<file path="config.mk">
export PLATFORM = sky130hd
export DESIGN_NAME = pulp_clock_divider_flat
export DESIGN_NICKNAME = d
export VERILOG_FILES = /design/src/rtl/pulp_clock_pkg.sv /design/src/rtl/pulp_clock_divider_if.sv /design/src/rtl/pulp_clock_div_core.sv /design/src/rtl/pulp_clock_gate.sv /design/src/rtl/pulp_clock_mux2.sv /design/src/rtl/pulp_clock_divider.sv /design/src/flat_wrapper.sv
export SDC_FILE = /design/constraint.sdc
export NUM_CORES = 1
export LEC_CHECK = 0
export BUFFER_PORTS_ARGS = -buffer_cell sky130_fd_sc_hd__buf_2
export CORE_MARGIN = 2
export CORE_UTILIZATION = 40
export DETAILED_ROUTE_END_ITERATION = 10
export RECOVER_POWER = 50
export REMOVE_ABC_BUFFERS = 1
export SYNTH_ARGS = -nofsm -noshare
export SYNTH_HDL_FRONTEND = slang
export SYNTH_HIERARCHICAL = 1
export SYNTH_SLANG_ARGS = --single-unit
export TNS_END_PERCENT = 50
</file>
<file path="constraint.sdc">
create_clock -name clk_i -period 3.2 [get_ports clk_i]
set_clock_uncertainty 0.15 [all_clocks]
set_input_delay 0.16 -clock clk_i [delete_from_list [all_inputs] [get_ports clk_i]]
set_output_delay 0.16 -clock clk_i [all_outputs]
set_load 0.02 [all_outputs]
</file>
<file path="src/rtl/pulp_clock_pkg.sv">
// Shared constants and helpers for the programmable clock divider.
package pulp_clock_pkg;

  localparam int unsigned DIV_W_DEF  = 8;
  localparam int unsigned BYPASS_MAX = 1;

  typedef enum logic [1:0] {
    ST_RUN    = 2'd0,
    ST_PARK   = 2'd1,
    ST_BYPASS = 2'd2
  } div_state_e;

  // Source cycles spent high in one output period of ratio n.
  function automatic int unsigned hi_cycles(input int unsigned n);
    return (n + 1) / 2;
  endfunction

endpackage

</file>
<file path="src/rtl/pulp_clock_divider_if.sv">
// Ratio request handshake and status between a controller and the clock divider.
interface pulp_clock_divider_if #(
  parameter int unsigned DIV_W = 8
);

  logic [DIV_W-1:0] div_i;
  logic             div_valid_i;
  logic             div_ready_o;
  logic [DIV_W-1:0] div_active_o;

  modport master (
    output div_i,
    output div_valid_i,
    input  div_ready_o,
    input  div_active_o
  );

  modport slave (
    input  div_i,
    input  div_valid_i,
    output div_ready_o,
    output div_active_o
  );

endinterface

</file>
<file path="src/rtl/pulp_clock_div_core.sv">
// Divider core: period counter, registered divided clock and the one-deep ratio request slot.
//   state     | meaning
//   ST_RUN    | counting 0..N-1, div_q high for the first ceil(N/2) counts
//   ST_PARK   | output held low at a period boundary, waiting for en_i
//   ST_BYPASS | ratio 0/1 in effect, top level routes clk_i straight out
module pulp_clock_div_core
  import pulp_clock_pkg::*;
#(
  parameter int unsigned DIV_W       = DIV_W_DEF,
  parameter int unsigned DEFAULT_DIV = 2
) (
  input  logic             clk_i,
  input  logic             rst_ni,
  input  logic             en_i,
  input  logic [DIV_W-1:0] div_i,
  input  logic             div_valid_i,
  output logic             div_ready_o,
  output logic [DIV_W-1:0] div_active_o,
  output logic             div_o,
  output logic             bypass_o
);

  localparam logic [DIV_W-1:0] DefDiv    = DIV_W'(DEFAULT_DIV);
  localparam logic             DefBypass = (DEFAULT_DIV <= BYPASS_MAX);
  localparam logic [DIV_W-1:0] One       = DIV_W'(1);

  div_state_e       state_q,    state_d;
  logic [DIV_W-1:0] cnt_q,      cnt_d;
  logic             div_q,      div_d;
  logic [DIV_W-1:0] active_q,   active_d;
  logic [DIV_W-1:0] pend_q,     pend_d;
  logic             pend_vld_q, pend_vld_d;

  logic             accept;
  logic             at_bnd;
  logic [DIV_W-1:0] next_n;

  always_ff @(posedge clk_i or negedge rst_ni) begin
    if (!rst_ni) begin
      state_q    <= DefBypass ? ST_BYPASS : ST_PARK;
      cnt_q      <= '0;
      div_q      <= 1'b0;
      active_q   <= DefDiv;
      pend_q     <= '0;
      pend_vld_q <= 1'b0;
    end else begin
      state_q    <= state_d;
      cnt_q      <= cnt_d;
      div_q      <= div_d;
      active_q   <= active_d;
      pend_q     <= pend_d;
      pend_vld_q <= pend_vld_d;
    end
  end

  always_comb begin
    state_d    = state_q;
    cnt_d      = cnt_q;
    div_d      = div_q;
    active_d   = active_q;
    pend_d     = pend_q;
    pend_vld_d = pend_vld_q;

    accept = div_valid_i & ~pend_vld_q;
    next_n = pend_vld_q ? pend_q : active_q;
    // Parked and bypass states behave as a permanent period boundary.
    at_bnd = (state_q != ST_RUN) || (cnt_q == (active_q - One));

    if (at_bnd) begin
      if (pend_vld_q) begin
        active_d   = pend_q;
        pend_vld_d = 1'b0;
      end
      if (32'(next_n) <= BYPASS_MAX) begin
        state_d = ST_BYPASS;
        cnt_d   = '0;
        div_d   = 1'b0;
      end else if ((state_q == ST_BYPASS) || !en_i) begin
        // Leaving bypass parks for one cycle so the output mux swaps while div_q is low.
        state_d = ST_PARK;
        cnt_d   = next_n - One;
        div_d   = 1'b0;
      end else begin
        state_d = ST_RUN;
        cnt_d   = '0;
        div_d   = 1'b1;
      end
    end else begin
      cnt_d = cnt_q + One;
      div_d = (32'(cnt_d) < hi_cycles(32'(active_q)));
    end

    if (accept) begin
      pend_d     = div_i;
      pend_vld_d = 1'b1;
    end
  end

  assign div_ready_o  = ~pend_vld_q;
  assign div_active_o = active_q;
  assign div_o        = div_q;
  assign bypass_o     = (state_q == ST_BYPASS);

endmodule

</file>
<file path="src/rtl/pulp_clock_gate.sv">
// Clock gate cell: enable is captured while clk_i is low so the gated clock never chops a high phase.
module pulp_clock_gate (
  input  logic clk_i,
  input  logic rst_ni,
  input  logic en_i,
  output logic clk_o
);

  logic en_d;
  logic en_q;

  always_comb begin
    en_d = en_i;
  end

  always_ff @(negedge clk_i or negedge rst_ni) begin
    if (!rst_ni) begin
      en_q <= 1'b1;
    end else begin
      en_q <= en_d;
    end
  end

  assign clk_o = clk_i & en_q;

endmodule

</file>
<file path="src/rtl/pulp_clock_mux2.sv">
// Two-input clock multiplexer cell; callers only switch it while both inputs are low.
module pulp_clock_mux2 (
  input  logic clk0_i,
  input  logic clk1_i,
  input  logic sel_i,
  output logic clk_o
);

  assign clk_o = sel_i ? clk1_i : clk0_i;

endmodule

</file>
<file path="src/rtl/pulp_clock_divider.sv">
// Programmable integer clock divider with bypass, output enable and DFT pass-through.
module pulp_clock_divider
  import pulp_clock_pkg::*;
#(
  parameter int unsigned DIV_W       = DIV_W_DEF,
  parameter int unsigned DEFAULT_DIV = 2
) (
  input  logic                  clk_i,
  input  logic                  rst_ni,
  input  logic                  test_mode_i,
  input  logic                  en_i,
  pulp_clock_divider_if.slave   bus,
  output logic                  clk_o
);

  localparam logic DefBypass = (DEFAULT_DIV <= BYPASS_MAX);

  logic div_clk;
  logic bypass;
  logic clk_gated;
  logic clk_sel;
  logic sel_d;
  logic sel_q;

  pulp_clock_div_core #(
    .DIV_W       (DIV_W),
    .DEFAULT_DIV (DEFAULT_DIV)
  ) u_core (
    .clk_i        (clk_i),
    .rst_ni       (rst_ni),
    .en_i         (en_i),
    .div_i        (bus.div_i),
    .div_valid_i  (bus.div_valid_i),
    .div_ready_o  (bus.div_ready_o),
    .div_active_o (bus.div_active_o),
    .div_o        (div_clk),
    .bypass_o     (bypass)
  );

  pulp_clock_gate u_gate (
    .clk_i  (clk_i),
    .rst_ni (rst_ni),
    .en_i   (en_i),
    .clk_o  (clk_gated)
  );

  always_comb begin
    sel_d = bypass;
  end

  // Falling-edge select: clk_i is low here and the core keeps div_q low around a swap.
  always_ff @(negedge clk_i or negedge rst_ni) begin
    if (!rst_ni) begin
      sel_q <= DefBypass;
    end else begin
      sel_q <= sel_d;
    end
  end

  pulp_clock_mux2 u_bypass_mux (
    .clk0_i (div_clk),
    .clk1_i (clk_gated),
    .sel_i  (sel_q),
    .clk_o  (clk_sel)
  );

  pulp_clock_mux2 u_test_mux (
    .clk0_i (clk_sel),
    .clk1_i (clk_i),
    .sel_i  (test_mode_i),
    .clk_o  (clk_o)
  );

endmodule

</file>
<file path="src/flat_wrapper.sv">
// flat-port wrapper written by rule: the top's interface ports become plain ports
module pulp_clock_divider_flat import pulp_clock_pkg::*;
#(
  parameter int unsigned DIV_W       = DIV_W_DEF,
  parameter int unsigned DEFAULT_DIV = 2
)
  (clk_i, rst_ni, test_mode_i, en_i, clk_o, bus_div_i, bus_div_valid_i, bus_div_ready_o, bus_div_active_o);
  pulp_clock_divider_if #(.DIV_W(DIV_W)) bus_i ();
  input  logic clk_i;
  input  logic rst_ni;
  input  logic test_mode_i;
  input  logic en_i;
  output logic clk_o;
  input wire logic [$bits(bus_i.div_i)-1:0] bus_div_i;
  input wire logic [$bits(bus_i.div_valid_i)-1:0] bus_div_valid_i;
  output wire logic [$bits(bus_i.div_ready_o)-1:0] bus_div_ready_o;
  output wire logic [$bits(bus_i.div_active_o)-1:0] bus_div_active_o;
  assign bus_i.div_i = bus_div_i;
  assign bus_i.div_valid_i = bus_div_valid_i;
  assign bus_div_ready_o = bus_i.div_ready_o;
  assign bus_div_active_o = bus_i.div_active_o;
  pulp_clock_divider #(.DIV_W(DIV_W), .DEFAULT_DIV(DEFAULT_DIV)) u_core (.clk_i(clk_i), .rst_ni(rst_ni), .test_mode_i(test_mode_i), .en_i(en_i), .bus(bus_i), .clk_o(clk_o));
endmodule
</file>
==> flow_summary.json <==
{
  "worstPathCellList": "and2_4 -> mux2_4 -> mux2_4 -> buf_6",
  "path_clk_slew_ns": 0.06,
  "vias": 1648,
  "violations": "setup timing",
  "initial_core_util": 0.414,
  "crit_type": "reg2out",
  "drv_slew": 0,
  "p_leak_nw": 1.27,
  "dp_hpwl_microns": 3530,
  "final-setup-viol-count": 2,
  "yosysTopAreaCell": "dfrtp_1",
  "syn-instance-count": 207,
  "overflow": 0,
  "status": "finished with violations",
  "die_area_sq_um": 5850,
  "yosysSeqAreaShare": 0.359,
  "die_h_microns": 76.5,
  "viasPerCell": 5.15,
  "hold_path.class": "in2reg",
  "dr.pass1.iters": 4,
  "multi_input_area_sq_um": 1260,
  "drt_iter0_drc": 62,
  "rows": 26,
  "synthArstFlopShare": 1.00,
  "rr_startpoint": "u_core/u_core/div_active_o[0]",
  "n_antenna_cell": 0,
  "cts_setup_buffers": 0,
  "grtUsageTotal": 0.183,
  "finish.instance_area_sq_um": 2600,
  "placed_cell_area_sq_um": 2340,
  "seq_area_sq_um": 754,
  "ant_nets": 0,
  "synth.distinct_cells": 43,
  "hold_violations": 0,
  "cts_tree": "built",
  "critPathSlowestCell": "dfstp_2",
  "antenna_found_initial": 0,
  "r2r_end": "u_core/u_core/div_active_o[7]",
  "nNetsFinal": 273,
  "start_kind": "flip-flop",
  "cp_data_required_time_ns": 2.89,
  "r2r_slack_ns": 0.14,
  "wl_per_cell_microns": 15.3,
  "min_path_cells": 3,
  "powerDensity_nw_per_um2": 493,
  "total_power_mw": 1.28,
  "hold_ws_ns": 0.195,
  "clock_latency_ns": 0.38,
  "nFillCells": 489,
  "port_buffers": 22,
  "r2r_cells": 9,
  "relSlewSlack": 0.331,
  "grt_pass1_wl_microns": 8140,
  "grt_max_degree": 21,
  "syn_avg_cell_area_sq_um": 10.2,
  "rsz0062_at_grt": "yes",
  "totalWireLength_microns": 4900,
  "place.gp.congestion": 0.821,
  "whs_endpoint": "u_core/u_core/pend_vld_q",
  "synth_top_area_share": 0.309,
  "synth_flop_cell": "dfrtp_1",
  "crit_fanout": 1,
  "vdd_drop_max_mv": 0.262,
  "setup_slack_ns": -0.288,
  "max-cap-violations": 0,
  "worst_pin_slew_ns": 1.00,
  "ios": 23,
  "layout-drive-gt1-share": 0.236,
  "cpPeakStageDelay_ns": 0.35,
  "synth_seq_cells": 30,
  "die_x_microns": 76.5,
  "grt_pass1_vias": 1691,
  "syn_to_final_growth_pct": 23.6,
  "crit_top_cell": "mux2_4",
  "worst_ep_arrival_time_ns": 3.18,
  "synth_area_sq_um": 2100,
  "yosys_warnings": 6,
  "min_from": "bus_div_valid_i",
  "yosys-top-cells-area": "dfrtp_1 31%, ha_1 7.1%, mux2_4 7.1%, mux2i_1 6.7%, xnor2_1 5.4%",
  "design.core.area_sq_um": 5070,
  "drc": 0,
  "cp-end-kind": "output pin",
  "synth_edf_count": 0
}
-- sequential cells by signal, indices dropped and copies added (netlist names) --
| name | flops |
|---|---|
| u_core/sel_q | 1 |
| u_core/u_core/state_q | 2 |
| u_core/u_gate/en_q | 1 |
| u_core/u_core/pend_q | 8 |
| u_core/u_core/pend_vld_q | 1 |
| u_core/u_core/div_active_o | 8 |
| u_core/u_core/cnt_q | 8 |
| u_core/u_core/div_o | 1 |
-- report_power, final --
part	switching, mW	internal (mW)	total [mW]
Clock	0.192	0.376	0.568
Sequential	0.0222	0.421	0.443
Combinational	0.141	0.130	0.271
Total	0.355	0.927	1.28
-- metal layers --
metal  part of all wire  vias up  track usage  wire length (microns)
li1                   -      802            -                      -
met1               0.46      783        0.231                   2280
met2               0.46       53        0.273                   2260
met3              0.050       10       0.0664                    247
met4              0.023        0       0.0964                    115
met5                  0        -            0                      0
-- what timing repair did --
action                                 CTS  global route
endpoints found under the hold margin   36             0
setup endpoints to repair                2             2
hold buffers                            10             0
resized for setup                        0             3
-- critical path, delay by kind of cell, from the launching register on --
kind	cells	cell delay [ns]
flip-flops	1	0.35
AND/OR/NAND/NOR	1	0.12
multiplexers	2	0.52
buffers and inverters	1	0.13
-- through the flow --
stage | worst slack [ns] | cells | util | setup TNS, ns
6_report | -0.288 | 320 | 0.512 | -0.288
5_1_grt | -0.343 | 320 | 0.512 | -0.343
4_1_cts | -0.332 | 320 | 0.513 | -0.332
3_5_place_dp | 0.183 | 297 | 0.461 | 0
3_3_place_gp | 0.186 | 297 | 0.461 | 0
2_1_floorplan | -1.23 | 195 | - | -23.58
-- logic make-up after synthesis --
group           after synthesis  share of synthesized area
xor+xnor                     24                     0.0999
fa+ha+maj                    12                     0.0714
flops                        30                      0.359
buf+inv                      24                     0.0512
mux                          33                      0.186
simple gates                 59                      0.149
compound gates               25                     0.0833
-- final cells by class --
class	count	area share
multi-input combinational	153	0.483
timing repair buffer	41	0.108
tap	70	0.0337
clock inverter	2	0.0130
inverter	11	0.0159
clock buffer	13	0.0563
sequential	30	0.290
-- layout by cell type, fill, tap and decap left out, types with 3 or more instances in the layout --
cell	Yosys	final
xnor2_1	13	13
xor2_1	11	11
inv_1	12	12
mux2i_1	14	14
and3_1	5	5
nor4_1	3	3
dfrtp_1	26	26
nor2_1	9	9
nor2b_1	4	4
and2_1	6	5
nand3_1	10	10
o21ai_0	8	8
mux2_2	9	9
clkbuf_8	0	9
dfstp_2	3	3
nor3_1	5	5
nand2_1	8	8
ha_1	12	12
buf_4	0	8
clkbuf_1	6	11
mux2_4	10	10
dlygate4sd3_1	0	10
buf_2	2	14
-- cell usage after synthesis, types with 2 or more instances --
library cell,number
or3_1,2
buf_1,2
nor2b_1,4
xor2_1,11
mux2_4,10
a21boi_0,2
nor4_1,3
buf_6,2
ha_1,12
dfrtp_1,26
nand2_1,8
nand4_1,2
nand3_1,10
o21ai_0,8
o22ai_1,2
nor3_1,5
xnor2_1,13
clkbuf_1,6
dfstp_2,3
or4_1,2
mux2_2,9
buf_2,2
inv_1,12
a21o_1,2
nor2_1,9
and2_1,6
mux2i_1,14
and3_1,5
-- how the worst max path moves through the flow --
| stage | start | end | slack [ns] |
|---|---|---|---|
| 6_report | u_core/u_gate/en_q | clk_o | -0.29 |
| 5_1_grt | u_core/u_gate/en_q | clk_o | -0.34 |
| 4_1_cts | u_core/u_gate/en_q | clk_o | -0.33 |
| 3_5_place_dp | u_core/u_gate/en_q | clk_o | 0.18 |
| 3_3_place_gp | u_core/u_gate/en_q | clk_o | 0.19 |
| 2_1_floorplan | u_core/u_core/div_active_o[0] | u_core/u_core/div_active_o[4] | -1.23 |
Power figures use the tool's default switching activity.
